`config.mk`:
```
export PLATFORM = sky130hd
export DESIGN_NAME = alu_add_seq
export DESIGN_NICKNAME = d
export VERILOG_FILES = /design/src/rtl/alu_add_seq_pkg.sv /design/src/rtl/alu_add_seq_chunk.sv /design/src/rtl/alu_add_seq.sv
export SDC_FILE = /design/constraint.sdc
export NUM_CORES = 1
export LEC_CHECK = 0
export CAP_MARGIN = 5
export CORE_MARGIN = 3
export CORE_UTILIZATION = 40
export DETAILED_ROUTE_END_ITERATION = 12
export MAX_ROUTING_LAYER = met4
export SLEW_MARGIN = 20
export SYNTH_ARGS = -nofsm -noshare
export SYNTH_HDL_FRONTEND = slang
export SYNTH_SLANG_ARGS = --single-unit
```
`constraint.sdc`:
```
create_clock -name clk -period 9.37 [get_ports clk]
set_clock_uncertainty 0.15 [all_clocks]
set_input_delay 1.874 -clock clk [delete_from_list [all_inputs] [get_ports clk]]
set_output_delay 1.874 -clock clk [all_outputs]
set_load 0.005 [all_outputs]
```
`src/rtl/alu_add_seq_pkg.sv`:
```
// Shared types for the sequential ALU adder/subtractor.
// Contents:
//   alu_seq_state_e : FSM state encoding (IDLE/RUN/DONE, 2 bits)
//   alu_flags_t     : packed flag bus {zero, overflow, carry}
//   make_flags      : derives the flag bus from the final adder carries
package alu_add_seq_pkg;

    typedef enum logic [1:0] {
        ST_IDLE = 2'd0,
        ST_RUN  = 2'd1,
        ST_DONE = 2'd2
    } alu_seq_state_e;

    typedef struct packed {
        logic zero;
        logic overflow;
        logic carry;
    } alu_flags_t;

    // Subtract runs as a + ~b + ~bin, so the MSB carry-out is an inverted borrow.
    function automatic alu_flags_t make_flags(
        input logic cout,
        input logic c_msb_in,
        input logic sub,
        input logic is_zero
    );
        alu_flags_t f;
        f.carry    = cout ^ sub;
        f.overflow = c_msb_in ^ cout;
        f.zero     = is_zero;
        return f;
    endfunction

endpackage

```
`src/rtl/alu_add_seq_chunk.sv`:
```
// Combinational CHUNK-bit ripple slice built from full-adder cells.
// Ports:
//   a, b     : slice operands
//   cin      : carry into bit 0
//   sum      : slice sum
//   cout     : carry out of the top bit
//   c_msb_in : carry into the top bit (used for signed overflow)
module alu_add_seq_chunk #(
    parameter int unsigned CHUNK = 4
) (
    input  logic [CHUNK-1:0] a,
    input  logic [CHUNK-1:0] b,
    input  logic             cin,
    output logic [CHUNK-1:0] sum,
    output logic             cout,
    output logic             c_msb_in
);

    logic [CHUNK:0] c;

    assign c[0] = cin;

    // One full-adder cell per bit.
    for (genvar i = 0; i < CHUNK; i++) begin : g_fa
        assign sum[i]  = a[i] ^ b[i] ^ c[i];
        assign c[i+1]  = (a[i] & b[i]) | (c[i] & (a[i] ^ b[i]));
    end

    assign cout     = c[CHUNK];
    assign c_msb_in = c[CHUNK-1];

endmodule

```
`src/rtl/alu_add_seq.sv`:
```
// Multi-cycle WIDTH-bit adder/subtractor processing CHUNK bits per clock.
// Ports:
//   clk, reset_n         : clock, synchronous active-low reset
//   in_valid / in_ready  : operand handshake (a, b, cin, sub)
//   a, b                 : WIDTH-bit operands
//   cin                  : carry-in (add) / borrow-in (sub)
//   sub                  : 0 = a+b+cin, 1 = a-b-cin
//   out_valid / out_ready: result handshake
//   out                  : WIDTH-bit result
//   carry, overflow, zero: result flags (carry is borrow when subtracting)
module alu_add_seq
    import alu_add_seq_pkg::*;
#(
    parameter int unsigned WIDTH = 16,
    parameter int unsigned CHUNK = 4
) (
    input  logic             clk,
    input  logic             reset_n,
    input  logic             in_valid,
    output logic             in_ready,
    input  logic [WIDTH-1:0] a,
    input  logic [WIDTH-1:0] b,
    input  logic             cin,
    input  logic             sub,
    output logic             out_valid,
    input  logic             out_ready,
    output logic [WIDTH-1:0] out,
    output logic             carry,
    output logic             overflow,
    output logic             zero
);

    localparam int unsigned NCHUNK = WIDTH / CHUNK;
    localparam int unsigned IDXW   = (NCHUNK > 1) ? $clog2(NCHUNK) : 1;
    localparam logic [IDXW-1:0]  IDX_LAST   = IDXW'(NCHUNK - 1);
    localparam logic [WIDTH-1:0] CHUNK_MASK = WIDTH'({CHUNK{1'b1}});

    if (WIDTH < 2 || (WIDTH % CHUNK) != 0) begin : g_param_check
        $error("alu_add_seq: WIDTH must be >= 2 and a multiple of CHUNK");
    end

    alu_seq_state_e   state_q, state_d;
    logic [IDXW-1:0]  idx_q, idx_d;
    logic [WIDTH-1:0] a_q, a_d;
    logic [WIDTH-1:0] b_q, b_d;
    logic [WIDTH-1:0] res_q, res_d;
    logic             cry_q, cry_d;
    logic             sub_q, sub_d;
    logic             cmsb_q, cmsb_d;
    logic             in_ready_q, in_ready_d;
    logic             out_valid_q, out_valid_d;
    logic [WIDTH-1:0] out_q, out_d;
    alu_flags_t       flags_q, flags_d;

    int unsigned      shamt;
    logic [CHUNK-1:0] slice_sum;
    logic             slice_cout;
    logic             slice_cmsb;

    // Bit offset of the chunk being processed this cycle.
    assign shamt = 32'(idx_q) * CHUNK;

    alu_add_seq_chunk #(
        .CHUNK (CHUNK)
    ) u_chunk (
        .a        (CHUNK'(a_q >> shamt)),
        .b        (CHUNK'(b_q >> shamt)),
        .cin      (cry_q),
        .sum      (slice_sum),
        .cout     (slice_cout),
        .c_msb_in (slice_cmsb)
    );

    // Next-state and output logic.
    always_comb begin
        state_d     = state_q;
        idx_d       = idx_q;
        a_d         = a_q;
        b_d         = b_q;
        res_d       = res_q;
        cry_d       = cry_q;
        sub_d       = sub_q;
        cmsb_d      = cmsb_q;
        in_ready_d  = in_ready_q;
        out_valid_d = out_valid_q;
        out_d       = out_q;
        flags_d     = flags_q;

        unique case (state_q)
            ST_IDLE: begin
                in_ready_d  = 1'b1;
                out_valid_d = 1'b0;
                if (in_valid && in_ready_q) begin
                    // Subtract is folded into an add of ~b with inverted borrow-in.
                    a_d        = a;
                    b_d        = b ^ {WIDTH{sub}};
                    cry_d      = cin ^ sub;
                    sub_d      = sub;
                    idx_d      = '0;
                    in_ready_d = 1'b0;
                    state_d    = ST_RUN;
                end
            end
            ST_RUN: begin
                res_d = (res_q & ~(CHUNK_MASK << shamt)) | (WIDTH'(slice_sum) << shamt);
                cry_d = slice_cout;
                if (idx_q == IDX_LAST) begin
                    cmsb_d  = slice_cmsb;
                    state_d = ST_DONE;
                end else begin
                    idx_d = idx_q + IDXW'(1);
                end
            end
            ST_DONE: begin
                // First DONE cycle publishes the result; it then holds until taken.
                if (!out_valid_q) begin
                    out_valid_d = 1'b1;
                    out_d       = res_q;
                    flags_d     = make_flags(cry_q, cmsb_q, sub_q, ~|res_q);
                end else if (out_ready) begin
                    out_valid_d = 1'b0;
                    in_ready_d  = 1'b1;
                    state_d     = ST_IDLE;
                end
            end
            default: begin
                state_d     = ST_IDLE;
                in_ready_d  = 1'b1;
                out_valid_d = 1'b0;
            end
        endcase
    end

    // State registers with synchronous reset.
    always_ff @(posedge clk) begin
        if (!reset_n) begin
            state_q     <= ST_IDLE;
            idx_q       <= '0;
            a_q         <= '0;
            b_q         <= '0;
            res_q       <= '0;
            cry_q       <= 1'b0;
            sub_q       <= 1'b0;
            cmsb_q      <= 1'b0;
            in_ready_q  <= 1'b1;
            out_valid_q <= 1'b0;
            out_q       <= '0;
            flags_q     <= '0;
        end else begin
            state_q     <= state_d;
            idx_q       <= idx_d;
            a_q         <= a_d;
            b_q         <= b_d;
            res_q       <= res_d;
            cry_q       <= cry_d;
            sub_q       <= sub_d;
            cmsb_q      <= cmsb_d;
            in_ready_q  <= in_ready_d;
            out_valid_q <= out_valid_d;
            out_q       <= out_d;
            flags_q     <= flags_d;
        end
    end

    assign in_ready  = in_ready_q;
    assign out_valid = out_valid_q;
    assign out       = out_q;
    assign carry     = flags_q.carry;
    assign overflow  = flags_q.overflow;
    assign zero      = flags_q.zero;

endmodule
```
=== Word-level counts from Yosys, hierarchy flattened ===
Cells that the tools add are included.
Widths: inputs -> output; s select.

* Eq/ne operators: 8
* Muxes and demuxes: 17
* Reduce and logical (&&, ||, !) cells: 12
* Shifts and indexed selects: 4
* Div/mod/pow operators: 0
* $mul: 0
* Order comparisons: 0
* $add $sub $neg: 1
* Bitwise logic cells: 29

{| class="wikitable"
|+ Operators by type and width
! operator !! count
|-
| $shr 16x4->4 || 2
|-
| $and 16x16->16 || 1
|-
| $not 16->16 || 1
|-
| $or 16x16->16 || 1
|-
| $reduce_or 16->1 || 1
|-
| $shl 4x4->16 || 1
|-
| $shl 4x4->16 const A || 1
|-
| $xor 16x16->16 || 1
|-
| $mux 2 || 6
|-
| $xor 1x1->1 || 11
|-
| $ne 2x2->1 const B || 5
|-
| $and 1x1->1 || 8
|-
| $reduce_and 2->1 || 4
|-
| $mux 1 || 6
|-
| $pmux 2 s3 || 1
|-
| $reduce_and 3->1 || 2
|-
| $eq 2x2->1 const B || 2
|-
| $or 1x1->1 || 4
|-
| $pmux 1 s2 || 2
|-
| $pmux 2 s2 || 1
|-
| $reduce_and 4->1 || 1
|-
| $pmux 1 s3 || 1
|-
| $add 2x1->2 const B || 1
|-
| $eq 2x1->1 const B || 1
|-
| 5 further kinds || 6
|}

* Bits in read-only memories: 0
* Register bits after elaboration: 76
* Memory bits (writable): 0
* Latch bits: 0
* Memories: 0

=== Longest topological paths before layout ===
* Depth in word-level cells: 11
* Gate-level depth with buffers: 11
* Mapped depth without buffers: 9

=== Modules after synthesis ===
Synthesis repeated with hierarchy kept, for this count alone.

* Cells, all modules: 359
* Area total of the unflattened synthesis: 3408.3 µm²

{| class="wikitable"
|+ Modules (own cells, without submodules)
! module !! instances !! cells an instance !! seq. area each (µm²) !! area each (µm²)
|-
| alu_add_seq || 1 || 347 || 1521.5 || 3298.2
|-
| alu_add_seq_chunk || 1 || 12 || 0.0 || 110.1
|}

=== Worst setup path before layout ===
Ideal clock, no wire load.

* Path type: reg2reg
* From: reg idx_q[1]
* To: reg res_q[11]
* Setup time: 0.118 ns
* Data required time: 9.102 ns
* Stages on the path, launching flop included: 12
* Data arrival time: 2.695 ns
* Path slack: 6.407 ns
* Period minus slack after synthesis: 2.963 ns
* Buffers on the path: 2
* Cells stage by stage: dfxtp_1 > clkbuf_1 > buf_2 > mux4_2 > inv_1 > fa_1 > fa_1 > inv_1 > fa_1 > fa_1 > a22oi_1 > nor2b_1

* Longest elaborated chain between the ends: 11
* Elaborated cells between the ends (all ways): 21
* Those cells by class: shift (4); bitwise (17)

{| class="wikitable"
|+ Ends and longest elaborated chain
! element !! line !! text
|-
| start, declared || alu_add_seq.sv:43 || <nowiki>logic [IDXW-1:0] idx_q, idx_d;</nowiki>
|-
| start signal, assigned || alu_add_seq.sv:151 || <nowiki>idx_q <= idx_d;</nowiki>
|-
| $shr 16x4->4, on equally long branches || alu_add_seq.sv:66, alu_add_seq.sv:67 ||
|-
| $xor 1x1->1 || alu_add_seq_chunk.sv:26 || <nowiki>assign c[i+1] = (a[i] & b[i]) | (c[i] & (a[i] ^ b[i]));</nowiki>
|-
| $and 1x1->1 || alu_add_seq_chunk.sv:26 ||
|-
| $or 1x1->1 || alu_add_seq_chunk.sv:26 ||
|-
| $and 1x1->1 || alu_add_seq_chunk.sv:26 ||
|-
| $or 1x1->1 || alu_add_seq_chunk.sv:26 ||
|-
| $and 1x1->1 || alu_add_seq_chunk.sv:26 ||
|-
| $or 1x1->1 * || alu_add_seq_chunk.sv:26 ||
|-
| net slice_cmsb || alu_add_seq.sv:58 || <nowiki>logic slice_cmsb;</nowiki>
|-
| $xor 1x1->1 * || alu_add_seq_chunk.sv:25 || <nowiki>assign sum[i] = a[i] ^ b[i] ^ c[i];</nowiki>
|-
| $shl 4x4->16 * || alu_add_seq.sv:105 || <nowiki>res_d = (res_q & ~(CHUNK_MASK << shamt)) | (WIDTH'(slice_sum) << shamt);</nowiki>
|-
| $or 16x16->16 * || alu_add_seq.sv:105 ||
|-
| end signal, assigned || alu_add_seq.sv:154 || <nowiki>res_q <= res_d;</nowiki>
|-
| end, declared || alu_add_seq.sv:46 || <nowiki>logic [WIDTH-1:0] res_q, res_d;</nowiki>
|}

Mark *: on every way through the listed nets, which the timed path passes. The rest lies on a longest branch.
A chain may end at the register's enable or synchronous reset.

=== Worst setup path in the final report ===
* From: reg idx_q[0]
* To: reg res_q[11]

Same word-level chain as after synthesis.

==> results by group <==
Routing
  • Drt first pass iters: 4
  • DRC errors left: 0
  • Detailed-route wire length: 6.91 mm
  • Post-route antenna net violation count: 0
  • Via count: 2,614
  • Routed wire per std cell: 13.3 um
  • Number of violations reported at the end of detailed-routing iteration 0: 72
  • Routed vias/inst: 5.02

Critical path
  • Number of cells traversed by the worst register-to-register path: 9
  • Critical path endpoint: res_q[11]
  • Worst R2R Start: idx_q[0]
  • Path type of the worst setup path: reg -> reg
  • Startpoint of the most critical setup path: idx_q[0]
  • Endpoint of the most critical register-to-register path: res_q[11]
  • Reg2Reg Setup Slack: 5.84 ns
  • Arrival time of data at the critical path endpoint: 3.65 ns
  • CP required: 9.49 ns
  • Critical Path Start Type: register
  • Category of the worst setup path capture point: register
  • Maximum fanout along the worst path: 19

Yosys
  • Number of enable-type register cells in the synthesized netlist: 0
  • Seq/Total Area, Yosys: 43.2%
  • Dominant register cell in the synthesized netlist: sky130_fd_sc_hd__dfxtp_1
  • Simple-gate share of the synthesized area: 19.1%
  • Post-synthesis adder-cell area fraction: 3.69%
  • Async set-or-reset flop fraction in the synthesized netlist: 0%
  • Post-synthesis area per instance: 9.53 um2
  • Yosys warning total: 0
  • Number of distinct standard cells referenced by the synthesized netlist: 38
  • Synthesized netlist net count: 416
  • Post-synthesis mux area share: 5.43%
  • Post-Syn Area: 3530 um2
  • Area share of xor/xnor cells in the synthesized design: 4.72%
  • Synthesized instance count: 370
  • Area fraction in compound gates after synthesis: 17.5%
  • Number of flip-flops and latches in the synthesized netlist: 76
  • Combinational family with the most area after synthesis: simple AND/OR/NAND/NOR gates

Clocking
  • Sinks on the clock net: 76
  • Clk pin slew, worst setup/hold paths: 0.07 ns
  • Clock tree root buffer cell: sky130_fd_sc_hd__clkbuf_8
  • Clock buffer count from CTS: 9
  • CTS Hold Buffers Added: 0
  • TritonCTS clock tree: built
  • Number of gates given a new drive strength after cts: 0
  • Setup Buffers After CTS: 0
  • Clock latency at the later pin of the worst-skew pair: 0.34 ns
  • Max Buffers Root-to-Sink: 2
  • H-Tree Depth: 3

Power
  • Fraction of power consumed by sequential logic: 45.3%
  • Internal power: 0.602 mW
  • Part of the total power dissipated in the clock network: 42.1%
  • Logic gate share of total power: 12.7%
  • Power per cell area: 179 nW/um2
  • Maximum VDD drop: 0.0874 mV
  • Leakage power of the design: 1.67 nW
  • Power spent charging and discharging nets: 0.176 mW
  • Net Sw Frac: 22.6%
  • Total Power: 0.777 mW

Placement
  • Cell count after placement: 505
  • HPWL after detailed placement: 4.72 mm
  • Port buffer count: 58
  • Placer's final routability congestion estimate: 0.714

Die
  • IO Count: 59
  • Num rows: 33
  • Total die area: 9980 um2
  • Effective utilization at floorplan: 42.1%
  • Die H: 99.9 um
  • Chip Width: 99.9 um
  • Core region area: 8380 um2

Timing
  • Count of endpoints failing hold in the final timing report: 0
  • Maximum clock frequency: 0.284 GHz
  • Final setup viols: 0
  • Setup repair after global routing missed its margin: false
  • Setup TNS: 0 ns
  • Ratio of final minimum period to clock period: 37.6%
  • Transition time of the tightest slew-check pin: 0.979 ns
  • Final worst path period need: 3.53 ns
  • Pins Over Slew Limit: 0
  • Relative slew slack: 34.5%

Final layout
  • Ant. Diodes: 0
  • Layout cells sized above 1: 7.21%
  • Count of non-filler cells in the finished layout: 521
  • Most common cell after layout, fill and taps aside: sky130_fd_sc_hd__nand2_1
  • Synth-to-layout area growth: 23.0%
  • Post-layout net count: 457
  • Leading cell types in the layout, fill and taps excluded: sky130_fd_sc_hd__nand2_1, sky130_fd_sc_hd__dfxtp_1, sky130_fd_sc_hd__clkdlybuf4s50_1

Run
  • Maximum capacitance violations: 0

Hold path
  • Worst Hold Path Cells: 2
  • Tightest Hold Check Type: reg -> reg
  • Beginning of the worst hold path: a_q[13]

Global routing
  • Largest net degree at the start of global routing: 79
  • Via count of the first global-routing pass: 2,479
  • First-pass GRT wire length: 11.7 mm
  • Total global-route track usage: 15.0%
  • Gr ovfl total: 0
  • Antenna violations before repair: 0

Run status
  • Outcome: finished, final reports clean
[worst min-delay path by stage]
stage	to	slack, ns
after floorplan	a_q[10]	0.28
after global placement	a_q[6]	0.29
after detailed placement	a_q[13]	0.29
after CTS	a_q[14]	0.30
after global routing	a_q[13]	0.33
final	a_q[13]	0.30
[registers in the layout, indices dropped and copies added, names as in the netlist]
name / cells
out: 16
cry_q: 1
cmsb_q: 1
sub_q: 1
a_q: 16
out_valid: 1
zero: 1
overflow: 1
b_q: 16
in_ready: 1
idx_q: 2
carry: 1
state_q: 2
res_q: 16
[per-layer routing]
metal	GRT usage (%)	wire length, um	part of all wire, %
met2	23.8	3270	47
met4	4.31	61	0.88
met5	-	0	0
met3	4.38	258	3.7
met1	18.7	3320	48
[area by class of cell]
cell class,count,area (um2)
clock inverters,4,120
well taps,105,131
inverters,8,30.0
repair buffers,60,591
fillers,795,4050
multi-input cells,256,1800
clock buffers,12,145
flip-flops and latches,76,1520
[through the flow]
stage | hold WS, ns | utilization (%) | instance area (um2) | worst slack [ns]
detailed placement | 0.294 | 48.5 | 4060 | 5.62
finish | 0.302 | 51.7 | 4340 | 5.84
global placement | 0.289 | 48.5 | 4060 | 5.68
global route | 0.331 | 51.7 | 4340 | 5.58
CTS | 0.304 | 51.6 | 4330 | 5.80
floorplan | 0.282 | - | 3530 | 6.41
[cell families (layout without fill, tap and decap cells)]
family / count (synthesis) / in the layout
mux: 9 / 9
xor+xnor: 19 / 19
simple gates: 144 / 144
flops: 76 / 76
compound gates: 76 / 76
fa+ha+maj: 8 / 8
buf+inv: 38 / 84
[worst max-delay path: stages, from the launching register on]
cell	delay (ns)
sky130_fd_sc_hd__dfxtp_1	0.95
sky130_fd_sc_hd__mux4_2	0.61
sky130_fd_sc_hd__inv_1	0.09
sky130_fd_sc_hd__fa_1	0.17
sky130_fd_sc_hd__fa_1	0.16
sky130_fd_sc_hd__inv_1	0.05
sky130_fd_sc_hd__fa_1	0.41
sky130_fd_sc_hd__fa_1	0.63
sky130_fd_sc_hd__a22oi_1	0.12
sky130_fd_sc_hd__nor2b_1	0.13
[cell usage after synthesis, types with 2 or more instances]
cell | instances | share of area (%)
sky130_fd_sc_hd__nand2_1 | 94 | 10
sky130_fd_sc_hd__xnor2_1 | 19 | 4.7
sky130_fd_sc_hd__nor2b_1 | 14 | 2.5
sky130_fd_sc_hd__nor2_1 | 2 | 0.21
sky130_fd_sc_hd__nand3_1 | 5 | 0.71
sky130_fd_sc_hd__buf_6 | 8 | 2.6
sky130_fd_sc_hd__clkbuf_1 | 10 | 1.1
sky130_fd_sc_hd__dfxtp_1 | 76 | 43
sky130_fd_sc_hd__ha_1 | 4 | 1.4
sky130_fd_sc_hd__buf_2 | 8 | 1.1
sky130_fd_sc_hd__fa_1 | 4 | 2.3
sky130_fd_sc_hd__a21oi_1 | 3 | 0.43
sky130_fd_sc_hd__a22oi_1 | 9 | 1.9
sky130_fd_sc_hd__nor4_1 | 3 | 0.53
sky130_fd_sc_hd__nor3b_1 | 4 | 0.85
sky130_fd_sc_hd__mux4_2 | 8 | 5.1
sky130_fd_sc_hd__o211a_1 | 18 | 5.1
sky130_fd_sc_hd__nor3_1 | 7 | 0.99
sky130_fd_sc_hd__buf_4 | 4 | 0.85
sky130_fd_sc_hd__o2bb2ai_1 | 6 | 1.5
sky130_fd_sc_hd__inv_1 | 8 | 0.85
sky130_fd_sc_hd__and2_1 | 6 | 1.1
sky130_fd_sc_hd__a21boi_0 | 10 | 2.1
sky130_fd_sc_hd__a21boi_1 | 26 | 5.5
[power by group through the flow]
stage          combinational (mW)  clock (mW)  sequential, mW
2_1_floorplan              0.0758           0           0.352
3_3_place_gp               0.0983           0           0.359
3_5_place_dp               0.0997           0           0.360
4_1_cts                    0.0998       0.334           0.352
5_1_grt                     0.108       0.348           0.355
6_report                   0.0985       0.327           0.352
(Power assumes the default switching activity.)
